===== src/rtl/fnd_scan_if.sv =====
// Load/display bundle between a host (master) and the FND scan controller (slave).
// The slave takes in a binary value with a load handshake and drives the digit-select, BCD and enable inputs of the decoder.
interface fnd_scan_if #(
  parameter int BIN_W = 14
);
  logic [BIN_W-1:0] i_value;
  logic             i_load;
  logic             i_blankEn;
  logic             o_busy;
  logic             o_overflow;
  logic [1:0]       o_digitSelect;
  logic [3:0]       o_value;
  logic             o_en;

  modport master (
    output i_value, i_load, i_blankEn,
    input  o_busy, o_overflow, o_digitSelect, o_value, o_en
  );

  modport slave (
    input  i_value, i_load, i_blankEn,
    output o_busy, o_overflow, o_digitSelect, o_value, o_en
  );
endinterface


===== src/rtl/fnd_scan_controller.sv =====
// Converts a loaded binary value (0..9999) to four BCD digits with a sequential double-dabble engine.
// Time-multiplexes those digits onto the FND decoder, with optional leading-zero blanking.
module fnd_scan_controller #(
  parameter int CLK_DIV = 100000,
  parameter int BIN_W   = 14
) (
  input  logic       i_clk,
  input  logic       i_reset,
  fnd_scan_if.slave  bus
);

  localparam int PRE_W = (CLK_DIV > 1) ? $clog2(CLK_DIV) : 1;
  localparam logic [PRE_W-1:0] PRE_MAX = PRE_W'(CLK_DIV - 1);
  localparam logic [BIN_W-1:0] VAL_MAX = BIN_W'(9999);

  typedef enum logic [1:0] {S_IDLE, S_CONVERT, S_COMMIT} state_t;

  state_t           r_state;
  logic [15:0]      r_scratch;
  logic [BIN_W-1:0] r_bin;
  logic [3:0]       r_cnt;
  logic             r_busy;
  logic             r_ovf_pending;
  logic             r_overflow;
  logic [15:0]      r_display;

  logic [PRE_W-1:0] r_pre;
  logic [1:0]       r_idx;
  logic [3:0]       r_out_value;
  logic             r_zero_hi;

  logic [15:0]          w_adj;
  logic [16+BIN_W-1:0]  w_shifted;
  logic [BIN_W-1:0]     w_clamped;
  logic                 w_wrap;
  logic [1:0]           w_idx_next;
  logic [3:0]           w_zero_from;

  // Double-dabble correction: any BCD nibble >= 5 gets +3 before the shift.
  genvar gi;
  generate
    for (gi = 0; gi < 4; gi++) begin : g_adj
      assign w_adj[gi*4 +: 4] = (r_scratch[gi*4 +: 4] >= 4'd5) ?
                                (r_scratch[gi*4 +: 4] + 4'd3) : r_scratch[gi*4 +: 4];
      assign w_zero_from[gi]  = (r_display[15:gi*4] == '0);
    end
  endgenerate

  assign w_shifted = {w_adj[14:0], r_bin, 1'b0};
  assign w_clamped = (bus.i_value > VAL_MAX) ? VAL_MAX : bus.i_value;

  always_ff @(posedge i_clk) begin
    if (i_reset) begin
      r_state       <= S_IDLE;
      r_scratch     <= '0;
      r_bin         <= '0;
      r_cnt         <= '0;
      r_busy        <= 1'b0;
      r_ovf_pending <= 1'b0;
      r_overflow    <= 1'b0;
      r_display     <= '0;
    end else begin
      case (r_state)
        S_IDLE: begin
          if (bus.i_load) begin
            r_bin         <= w_clamped;
            r_ovf_pending <= (bus.i_value > VAL_MAX);
            r_scratch     <= '0;
            r_cnt         <= 4'd14;
            r_busy        <= 1'b1;
            r_state       <= S_CONVERT;
          end
        end
        S_CONVERT: begin
          {r_scratch, r_bin} <= w_shifted;
          r_cnt              <= r_cnt - 4'd1;
          if (r_cnt == 4'd1) begin
            r_state <= S_COMMIT;
          end
        end
        S_COMMIT: begin
          r_display  <= r_scratch;
          r_overflow <= r_ovf_pending;
          r_busy     <= 1'b0;
          r_state    <= S_IDLE;
        end
        default: begin
          r_state <= S_IDLE;
          r_busy  <= 1'b0;
        end
      endcase
    end
  end

  // Scan side runs free of the FSM; the nibble and its blank flag are registered alongside the index.
  assign w_wrap     = (r_pre == PRE_MAX);
  assign w_idx_next = w_wrap ? (r_idx + 2'd1) : r_idx;

  always_ff @(posedge i_clk) begin
    if (i_reset) begin
      r_pre       <= '0;
      r_idx       <= 2'd0;
      r_out_value <= 4'd0;
      r_zero_hi   <= 1'b1;
    end else begin
      r_pre       <= w_wrap ? '0 : (r_pre + 1'b1);
      r_idx       <= w_idx_next;
      r_out_value <= r_display[{w_idx_next, 2'b00} +: 4];
      r_zero_hi   <= w_zero_from[w_idx_next];
    end
  end

  assign bus.o_busy        = r_busy;
  assign bus.o_overflow    = r_overflow;
  assign bus.o_digitSelect = r_idx;
  assign bus.o_value       = r_out_value;
  assign bus.o_en          = !bus.i_blankEn || (r_idx == 2'd0) || !r_zero_hi;

endmodule


===== src/flat_wrapper.sv =====
// flat-port wrapper written by rule: the top's interface ports become plain ports
module fnd_scan_controller_flat 
#(
  parameter int CLK_DIV = 100000,
  parameter int BIN_W   = 14
)
  (i_clk, i_reset, bus_i_value, bus_i_load, bus_i_blankEn, bus_o_busy, bus_o_overflow, bus_o_digitSelect, bus_o_value, bus_o_en);
  fnd_scan_if #(.BIN_W(BIN_W)) bus_i ();
  input  logic i_clk;
  input  logic i_reset;
  input wire logic [$bits(bus_i.i_value)-1:0] bus_i_value;
  input wire logic [$bits(bus_i.i_load)-1:0] bus_i_load;
  input wire logic [$bits(bus_i.i_blankEn)-1:0] bus_i_blankEn;
  output wire logic [$bits(bus_i.o_busy)-1:0] bus_o_busy;
  output wire logic [$bits(bus_i.o_overflow)-1:0] bus_o_overflow;
  output wire logic [$bits(bus_i.o_digitSelect)-1:0] bus_o_digitSelect;
  output wire logic [$bits(bus_i.o_value)-1:0] bus_o_value;
  output wire logic [$bits(bus_i.o_en)-1:0] bus_o_en;
  assign bus_i.i_value = bus_i_value;
  assign bus_i.i_load = bus_i_load;
  assign bus_i.i_blankEn = bus_i_blankEn;
  assign bus_o_busy = bus_i.o_busy;
  assign bus_o_overflow = bus_i.o_overflow;
  assign bus_o_digitSelect = bus_i.o_digitSelect;
  assign bus_o_value = bus_i.o_value;
  assign bus_o_en = bus_i.o_en;
  fnd_scan_controller #(.CLK_DIV(CLK_DIV), .BIN_W(BIN_W)) u_core (.i_clk(i_clk), .i_reset(i_reset), .bus(bus_i));
endmodule

===== config.mk =====
export PLATFORM = sky130hd
export DESIGN_NAME = fnd_scan_controller_flat
export DESIGN_NICKNAME = d
export VERILOG_FILES = /design/src/rtl/fnd_scan_if.sv /design/src/rtl/fnd_scan_controller.sv /design/src/flat_wrapper.sv
export SDC_FILE = /design/constraint.sdc
export NUM_CORES = 1
export LEC_CHECK = 0
export CAP_MARGIN = 20
export CELL_PAD_IN_SITES_DETAIL_PLACEMENT = 0
export CELL_PAD_IN_SITES_GLOBAL_PLACEMENT = 2
export CORE_ASPECT_RATIO = 2
export CORE_MARGIN = 8
export CORE_UTILIZATION = 41
export DETAILED_ROUTE_END_ITERATION = 12
export DONT_BUFFER_PORTS = 1
export GPL_TIMING_DRIVEN = 0
export HOLD_SLACK_MARGIN = 0.12
export PLACE_DENSITY = 0.85
export SYNTH_ARGS = -nofsm -noshare
export SYNTH_HDL_FRONTEND = slang
export SYNTH_SLANG_ARGS = --single-unit

===== constraint.sdc =====
create_clock -name i_clk -period 6 [get_ports i_clk]
set_input_delay 0.3 -clock i_clk [delete_from_list [all_inputs] [get_ports i_clk]]
set_output_delay 0.3 -clock i_clk [all_outputs]
set_load 0.05 [all_outputs]

* Yosys cells after proc, flatten, opt, wreduce, memory -nomap -nowiden
Index checks and enable logic that the tools add are counted. W data, S select, Z words.
Storage, ports and cells: register bits after elaboration 79, bits in latches 0, memory bits (writable) 0, memory bits (read-only) 0, bits of input ports 18, output and inout port bits 9, word-level logic and storage cells 68, memories 0
Cells by class: $add $sub $neg 7, multiply operators 0, div/mod/pow operators 0, magnitude comparators 6, eq/ne operators 6, shifts and indexed selects 1, multiplexer cells 19, bitwise gates (word level) 1, reductions and logical operators 16
Operator list (count):
- $pmux W16 S2 | 1
- $mux W14 | 2
- $pmux W14 S2 | 1
- $add A17 B1 Y17 const B | 1
- $eq A17 B17 Y1 const B | 1
- $ge A4 B3 Y1 const B | 4
- $logic_not A16 Y1 | 1
- $mux W16 | 1
- $mux W4 | 4
- $shiftx A16 B5 Y4 | 1
- $gt A14 B14 Y1 const B | 1
- $add A4 B2 Y4 const B | 3
- $logic_not A12 Y1 | 1
- $logic_not A8 Y1 | 1
- $pmux W4 S2 | 1
- $reduce_and A2 Y1 | 4
- $mux W2 | 3
- $eq A4 B1 Y1 const B | 1
- $logic_not A2 Y1 | 2
- $logic_not A4 Y1 | 1
- $pmux W2 S2 | 1
- $sub A4 B1 Y4 const B | 1
- $add A3 B2 Y3 const B | 1
- $lt A2 B3 Y1 const B | 1
- other kinds (14) | 17

* Longest topological paths before layout
Gate-level depths: netlist of run 1.
depth after elaboration 4, mapped depth 8, mapped depth without buffers 7

* Least setup slack after synthesis of run 1
No wires, ideal clock.
path type reg2reg, from register u_core.r_idx[0] (netlist: u_core.bus.o_digitSelect[0]), to register u_core.r_zero_hi, setup time 58 ps, arrival time 2199 ps, required time 5942 ps, setup slack 3743 ps, stages on the path, launching flop included 7, buffers on the path 1, period minus slack after synthesis 2257 ps, cell sequence dfxtp_1 clkbuf_1 inv_1 ha_1 or4b_4 a31oi_1 o31a_2
Between the ends: word-level cells in the longest chain between the ends 4
Ends and longest elaborated chain:
- start, declared | RTL line fnd_scan_controller.sv:28 | logic [1:0] r_idx;
- start signal, assigned | RTL line fnd_scan_controller.sv:107 | r_idx <= w_idx_next;
- $add A2 B1 Y2 | RTL line fnd_scan_controller.sv:97 | assign w_idx_next = w_wrap ? (r_idx + 2'd1) : r_idx;
- $mux W2 * | RTL line fnd_scan_controller.sv:97
- $bmux W1 S2 * | RTL line fnd_scan_controller.sv:109 | r_zero_hi <= w_zero_from[w_idx_next];
- $mux W1 (implied by the code) * | RTL line fnd_scan_controller.sv:109
- end signal, assigned | RTL line fnd_scan_controller.sv:109
- end, declared | RTL line fnd_scan_controller.sv:30 | logic r_zero_hi;
Every way passes the cells marked *; elsewhere a longest branch is shown, timed or not. The select of a mux whose other input is x is not followed. A chain may end at the register's enable or synchronous reset.

* Final worst setup path of run 1
from register u_core.r_idx[0] (netlist: u_core.bus.o_digitSelect[0]), to register u_core.r_out_value[3] (netlist: u_core.bus.o_value[3])
Between the ends: word-level cells in the longest chain between the ends 3
Ends and longest elaborated chain:
- $add A2 B1 Y2 | RTL line fnd_scan_controller.sv:97
- $mux W2 * | RTL line fnd_scan_controller.sv:97
- $shiftx A16 B5 Y4 * | RTL line fnd_scan_controller.sv:108 | r_out_value <= r_display[{w_idx_next, 2'b00} +: 4];
- end signal, assigned | RTL line fnd_scan_controller.sv:108
- end, declared | RTL line fnd_scan_controller.sv:29 | logic [3:0] r_out_value;
Every way passes the cells marked *; elsewhere a longest branch is shown, timed or not.

==> results of run 1 <==
[cell families after synthesis]
kind of cell	after synthesis	share of synthesized area, %
simple gates	206	25.7
compound gates	87	13.7
flops	79	41.5
buf+inv	47	5.29
xor+xnor	25	5.75
mux	15	4.07
fa+ha+maj	12	3.94
[layer usage]
layer | up-vias | share of wire [%] | track usage, %
li1 | 1663 | - | -
met1 | 1490 | 48 | 19.9
met2 | 44 | 48 | 23.7
met3 | 9 | 3.3 | 3.10
met4 | 0 | 1.5 | 6.05
met5 | - | 0 | 0
[worst max-delay path by stage]
stage                                                       from                                to  depth (start not counted)
after floorplan           u_core.bus.o_digitSelect[0]$_SDFF_PP0_       u_core.r_zero_hi$_SDFF_PP1_                          6
after global placement    u_core.bus.o_digitSelect[0]$_SDFF_PP0_  u_core.bus.o_value[0]$_SDFF_PP0_                          8
after detailed placement  u_core.bus.o_digitSelect[0]$_SDFF_PP0_  u_core.bus.o_value[0]$_SDFF_PP0_                          8
after CTS                 u_core.bus.o_digitSelect[0]$_SDFF_PP0_  u_core.bus.o_value[0]$_SDFF_PP0_                          8
after global routing      u_core.bus.o_digitSelect[0]$_SDFF_PP0_  u_core.bus.o_value[3]$_SDFF_PP0_                          8
final                     u_core.bus.o_digitSelect[0]$_SDFF_PP0_  u_core.bus.o_value[3]$_SDFF_PP0_                          8
[layout make-up]
class,instances,area (um^2)
Buffer,28,130
Clock buffer,10,229
Clock inverter,6,85.1
Fill cell,959,4880
Inverter,19,71.3
Multi-Input combinational cell,345,2020
Sequential cell,79,1580
Tap cell,104,130
Timing Repair Buffer,6,60.1
[repair_timing]
item,4_1_cts,5_1_grt
hold buffers,6,0
endpoints found under the hold margin,6,0
gates resized for setup,0,0
[stage by stage]
step                      util [%]  hold WS, ns
after floorplan                  -        0.417
after global placement        42.8        0.432
after detailed placement      42.8        0.444
after CTS                     46.9        0.121
after global routing          46.9        0.129
final                         46.9        0.130
[cells in the final DEF, fill, tap and decap left out, types with 4 or more instances in the layout]
cell           synthesis  routed
dfxtp_1               79      79
nand2_1               70      70
nor2_1                49      49
a21oi_1               47      47
clkbuf_1              23      24
nor3_1                21      21
inv_1                 19      19
nand3_1               18      18
xnor2_1               16      16
ha_1                  12      12
mux2i_1               11      11
nor4_1                 9       9
xor2_1                 9       9
clkbuf_16              0       9
o21ai_0                8       8
a31oi_1                8       8
nand2b_1               7       7
and2_1                 6       6
a2111oi_0              6       6
dlygate4sd3_1          0       6
or3_1                  5       5
mux2_2                 4       4
o22ai_1                4       4
a211o_1                4       4
[registers in the layout (all words and copies together) (netlist names)]
register                  flops
u_core.bus.o_busy             1
u_core.bus.o_digitSelect      2
u_core.bus.o_overflow         1
u_core.bus.o_value            4
u_core.r_bin                 14
u_core.r_cnt                  4
u_core.r_display             16
u_core.r_ovf_pending          1
u_core.r_pre                 17
u_core.r_scratch             16
u_core.r_state                2
u_core.r_zero_hi              1
[power breakdown]
group	switching, mW	leakage [nW]	internal, mW	total (mW)
clock	0.211	0.148	0.363	0.574
sequential	0.0124	0.641	0.540	0.553
combinational	0.0543	0.751	0.0278	0.0821
total	0.278	1.54	0.931	1.21
==> results.cfg, run 1 <==
[sta]
drv_slew = 0
relSlewSlack_pct = 54.4
setup_viol = 0
rsz0062_at_grt = false
hold_viol = 0
skew_ns = 0.00498
max_slew.worst_pin.slew_ns = 0.685
layout_setup_ws_ns = 3.26
min_period_over_period_pct = 45.7
post-route-min-period_ns = 2.74
fmaxAchievable_mhz = 365
tns_ns = 0

[setup_path]
endpoint_kind = flip-flop
rrSetupSlack_ns = 3.26
path_class = flip-flop to flip-flop
path_buf_inv = 2
r2r_start = u_core.bus.o_digitSelect[0]$_SDFF_PP0_
r2r_end = u_core.bus.o_value[3]$_SDFF_PP0_
critPathArrivalTime_ns = 2.94
start_kind = flip-flop
crit_path_top_delay_cell = dfxtp_1
path_cells = clkbuf_1, inv_1, ha_1, nand2_1, nor3_1, mux2i_1, a21oi_1, nor4_1
ff2ff_path_depth = 8
slowest_delay_ns = 0.69
critPathRequiredTime_ns = 6.20
cp_max_fo = 10
cpLargestDelayFamily = flip-flops

[floorplanning]
die_x_um = 84.1
ios = 27
std_cell_rows = 50
core-area_um2 = 9200
start_util_pct = 41.4
dieHeight_um = 152
dieArea_um2 = 12800

[clock_network]
cts_sinks = 79
clock_latency_ns = 0.33
clk_pin_slew_worst_paths_ns = 0.06
htreeDepth = 3
cts_tree = built
cts_setup_buffers = 0
cts_made_buffers = 9
clockRootBuffer = clkbuf_16
clockBufferDepth = 2

[yosys]
synth_edf_count = 0
syn_area_per_cell_um2 = 8.08
synthFlopType = dfxtp_1
synth_commonest_cells = dfxtp_1 (79), nand2_1 (70), nor2_1 (49)
netlist_area_um2 = 3810
synthCells = 471
synth_top_cell_area_share_pct = 41.5
synth.largest_area_cell = dfxtp_1
synth.area.top_cells = dfxtp_1 (42%), nand2_1 (6.9%), a21oi_1 (6.2%)
ys_seq_area_share_pct = 41.5
synthesis.nets = 501
yosysWarningCount = 0
synth_cell_type_count = 46
async_flop_share_pct = 0
ys_seq_elements = 79
synth.most_common_cell = dfxtp_1

[drt]
dr.first_iter.drc_count = 257
routed_wirelength_um = 9460
drt-pass1-iter-count = 4
routedWlPerCell_um = 15.8
post-route-drc-count = 0
vias_per_cell = 5.37
vias = 3206
ant_nets = 0

[run]
cap_violations = 0

[cells_and_area]
num_antenna_cells = 0
syn_to_final_growth_pct = 13.2
final_cell_count_no_fill = 597
nets = 518
drive_gt1_share_pct = 5.68
stdcell_area_um2 = 4310

[placement]
dp.cells = 575
place_area_um2 = 3940
portBuffers = 0
place_congestion = 0.822
dp_slack_ns = 3.23
place.detailed.hpwl_um = 6760

[worst_hold_path]
hold_path.class = input port to flip-flop
hp-start = bus_i_value[5]
hold_depth = 2
min_to = u_core.r_bin[5]$_SDFFE_PP0P_

[grt]
grt-ovfl-total = 0
grt_pass1_wl_um = 16000
grt_max_degree = 14
grt_use_total_pct = 15.2
grt_antenna_before_repair = 0
first_global_vias = 3142

[power]
leakage_nw = 1.54
p_per_area_nw_per_um2 = 280
peakVddDrop_uv = 212
power_mw = 1.21

[run_status]
status = complete, no violations
Note: power is estimated with default switching activity, not from simulation.
==> run 2: changes to the inputs <==
- ABC_AREA: default -> 1
- CORE_UTILIZATION: 41 -> 37
- PLACE_DENSITY: 0.85 -> 0.8
- clock period: 6 -> 2.72 ns (I/O delays scaled with it)
==> run 2 against run 1 <==
Final area up 3.5%. Largest cell class unchanged. Final cell count rose by 13%. Clock power is 120% higher. Critical path depth is 5 lower.
==> results.cfg, run 2 <==
[setup_path]
rrSetupSlack_ns = 0.82
critPathRequiredTime_ns = 2.58
path_cells = inv_1, ha_1, nand3b_1
r2r_start = u_core.bus.o_digitSelect[0]$_SDFF_PP0_
crit_path_top_delay_cell = dfxtp_1
cp_max_fo = 3
critPathArrivalTime_ns = 1.91
slowest_delay_ns = 0.70
r2r_end = u_core.bus.o_value[0]$_SDFF_PP0_
path_buf_inv = 1
cpLargestDelayFamily = flip-flops
ff2ff_path_depth = 7
start_kind = flip-flop
endpoint_kind = output port
path_class = flip-flop to output port

[yosys]
synth_top_cell_area_share_pct = 41.4
synth_cell_type_count = 35
synth_commonest_cells = dfxtp_1 (79), nand2_1 (70), inv_1 (66)
yosysWarningCount = 0
syn_area_per_cell_um2 = 7.51
synth.area.top_cells = dfxtp_1 (41%), a21oi_1 (7.1%), nand2_1 (6.9%)
synthesis.nets = 539
synth.most_common_cell = dfxtp_1
ys_seq_area_share_pct = 41.4
ys_seq_elements = 79
synth_edf_count = 0
synthCells = 509
synthFlopType = dfxtp_1
synth.largest_area_cell = dfxtp_1
async_flop_share_pct = 0
netlist_area_um2 = 3820

[power]
peakVddDrop_uv = 347
leakage_nw = 1.70
p_per_area_nw_per_um2 = 625
power_mw = 2.79

[drt]
vias = 3336
post-route-drc-count = 0
ant_nets = 0
vias_per_cell = 4.93
drt-pass1-iter-count = 4
routedWlPerCell_um = 15.6
routed_wirelength_um = 10500
dr.first_iter.drc_count = 87

[cells_and_area]
drive_gt1_share_pct = 10.5
nets = 566
largest_reg_flops = 17
top_regs = u_core.r_pre (17), u_core.r_display (16), u_core.r_scratch (16)
final_common_cell = dfxtp_1
stdcell_area_um2 = 4460
largest_register = u_core.r_pre
num_antenna_cells = 0
layout_common_cells = dfxtp_1 (79), nand2_1 (70), inv_1 (66)
syn_to_final_growth_pct = 16.7

[grt]
grt-ovfl-total = 0
first_global_vias = 3461
grt_antenna_before_repair = 0
grt_max_degree = 13
grt_pass1_wl_um = 17100
grt_use_total_pct = 16.0

[clock_network]
postCtsHoldBufs = 16
clk_pin_slew_worst_paths_ns = 0.06
clockRootBuffer = clkbuf_16
cts_setup_buffers = 0
htreeDepth = 3
clockBufferDepth = 2
clock_latency_ns = 0.33
cts_sinks = 79
cts_made_buffers = 9
cts_resized = 0
cts_tree = built

[sta]
fin_hold_ws_ns = 0.286
skew_ns = 0.00579
max_slew.worst_pin.slew_ns = 0.653
relSlewSlack_pct = 56.4
fmaxAchievable_mhz = 488
setup_viol = 0
tns_ns = 0
rsz0062_at_grt = false
post-route-min-period_ns = 2.05
min_period_over_period_pct = 75.3
drv_slew = 0
hold_viol = 0

[worst_hold_path]
min_to = u_core.r_bin[6]$_SDFFE_PP0P_
hp-start = bus_i_value[9]
hold_depth = 5
hold_path.class = input port to flip-flop

[placement]
place_congestion = 0.796
place_area_um2 = 3990
portBuffers = 0
place.detailed.hpwl_um = 8190

[floorplanning]
core-area_um2 = 10100
std_cell_rows = 52
dieHeight_um = 160
die_x_um = 87.9
start_util_pct = 37.9
dieArea_um2 = 14000
ios = 27

[run]
cap_violations = 0

[run_status]
status = complete, no violations
-- run 2: per-layer routing --
metal / track usage (%) / wire [um] / up-vias / share of wire, %
met5: 0 / 0 / - / 0
met4: 7.50 / 267 / 0 / 2.5
met3: 3.29 / 298 / 14 / 2.8
met1: 13.8 / 3660 / 1548 / 35
li1: - / - / 1736 / -
met2: 32.0 / 6320 / 38 / 60
-- run 2: cell families (layout without fill, tap and decap cells) --
| logic type | after synthesis | after routing | share of synthesized area (%) |
|---|---|---|---|
| compound gates | 123 | 123 | 17.1 |
| flops | 79 | 79 | 41.4 |
| buf+inv | 89 | 121 | 9.89 |
| fa+ha+maj | 12 | 12 | 3.93 |
| simple gates | 195 | 195 | 25.1 |
| xor+xnor | 11 | 11 | 2.52 |
-- run 2: layout make-up --
| cell class | count | area (um^2) |
|---|---|---|
| sequential | 79 | 1580 |
| multi-input combinational | 341 | 1860 |
| fill | 1059 | 5620 |
| clock buffer | 13 | 270 |
| clock inverter | 3 | 40.0 |
| tap | 135 | 169 |
| timing repair buffer | 16 | 160 |
| buffer | 19 | 115 |
| inverter | 70 | 263 |
-- run 2: how the worst max path moves through the flow --
stage,startpoint,end,cells after the start
after floorplan,u_core.bus.o_digitSelect[0]$_SDFF_PP0_,u_core.bus.o_value[0]$_SDFF_PP0_,7
after global placement,u_core.bus.o_digitSelect[0]$_SDFF_PP0_,u_core.bus.o_value[0]$_SDFF_PP0_,7
after detailed placement,u_core.bus.o_digitSelect[0]$_SDFF_PP0_,u_core.bus.o_value[0]$_SDFF_PP0_,7
after CTS,u_core.bus.o_digitSelect[0]$_SDFF_PP0_,bus_o_en,3
after global routing,u_core.bus.o_digitSelect[0]$_SDFF_PP0_,bus_o_en,3
final,u_core.bus.o_digitSelect[0]$_SDFF_PP0_,bus_o_en,3
-- run 2: worst register-to-register path: stages (launching register included) --
cell and delay, ns:
dfxtp_1 0.70, inv_1 0.16, ha_1 0.35, nand3b_1 0.16, nand2_1 0.15, nor2_4 0.06
nand3_1 0.13, nand2_1 0.08
-- run 2: per-stage QoR --
step	util, %	worst slack, ns	std cells
2_1_floorplan	-	1.10	509
3_3_place_gp	39.6	0.835	644
3_5_place_dp	39.6	0.815	644
4_1_cts	44.2	0.631	676
5_1_grt	44.2	0.556	676
6_report	44.2	0.671	676
-- run 2: power by group --
group	leakage, nW	total (mW)	switching (mW)	internal, mW
Sequential	0.642	1.25	0.0409	1.21
Combinational	0.900	0.292	0.187	0.105
Clock	0.156	1.24	0.461	0.783
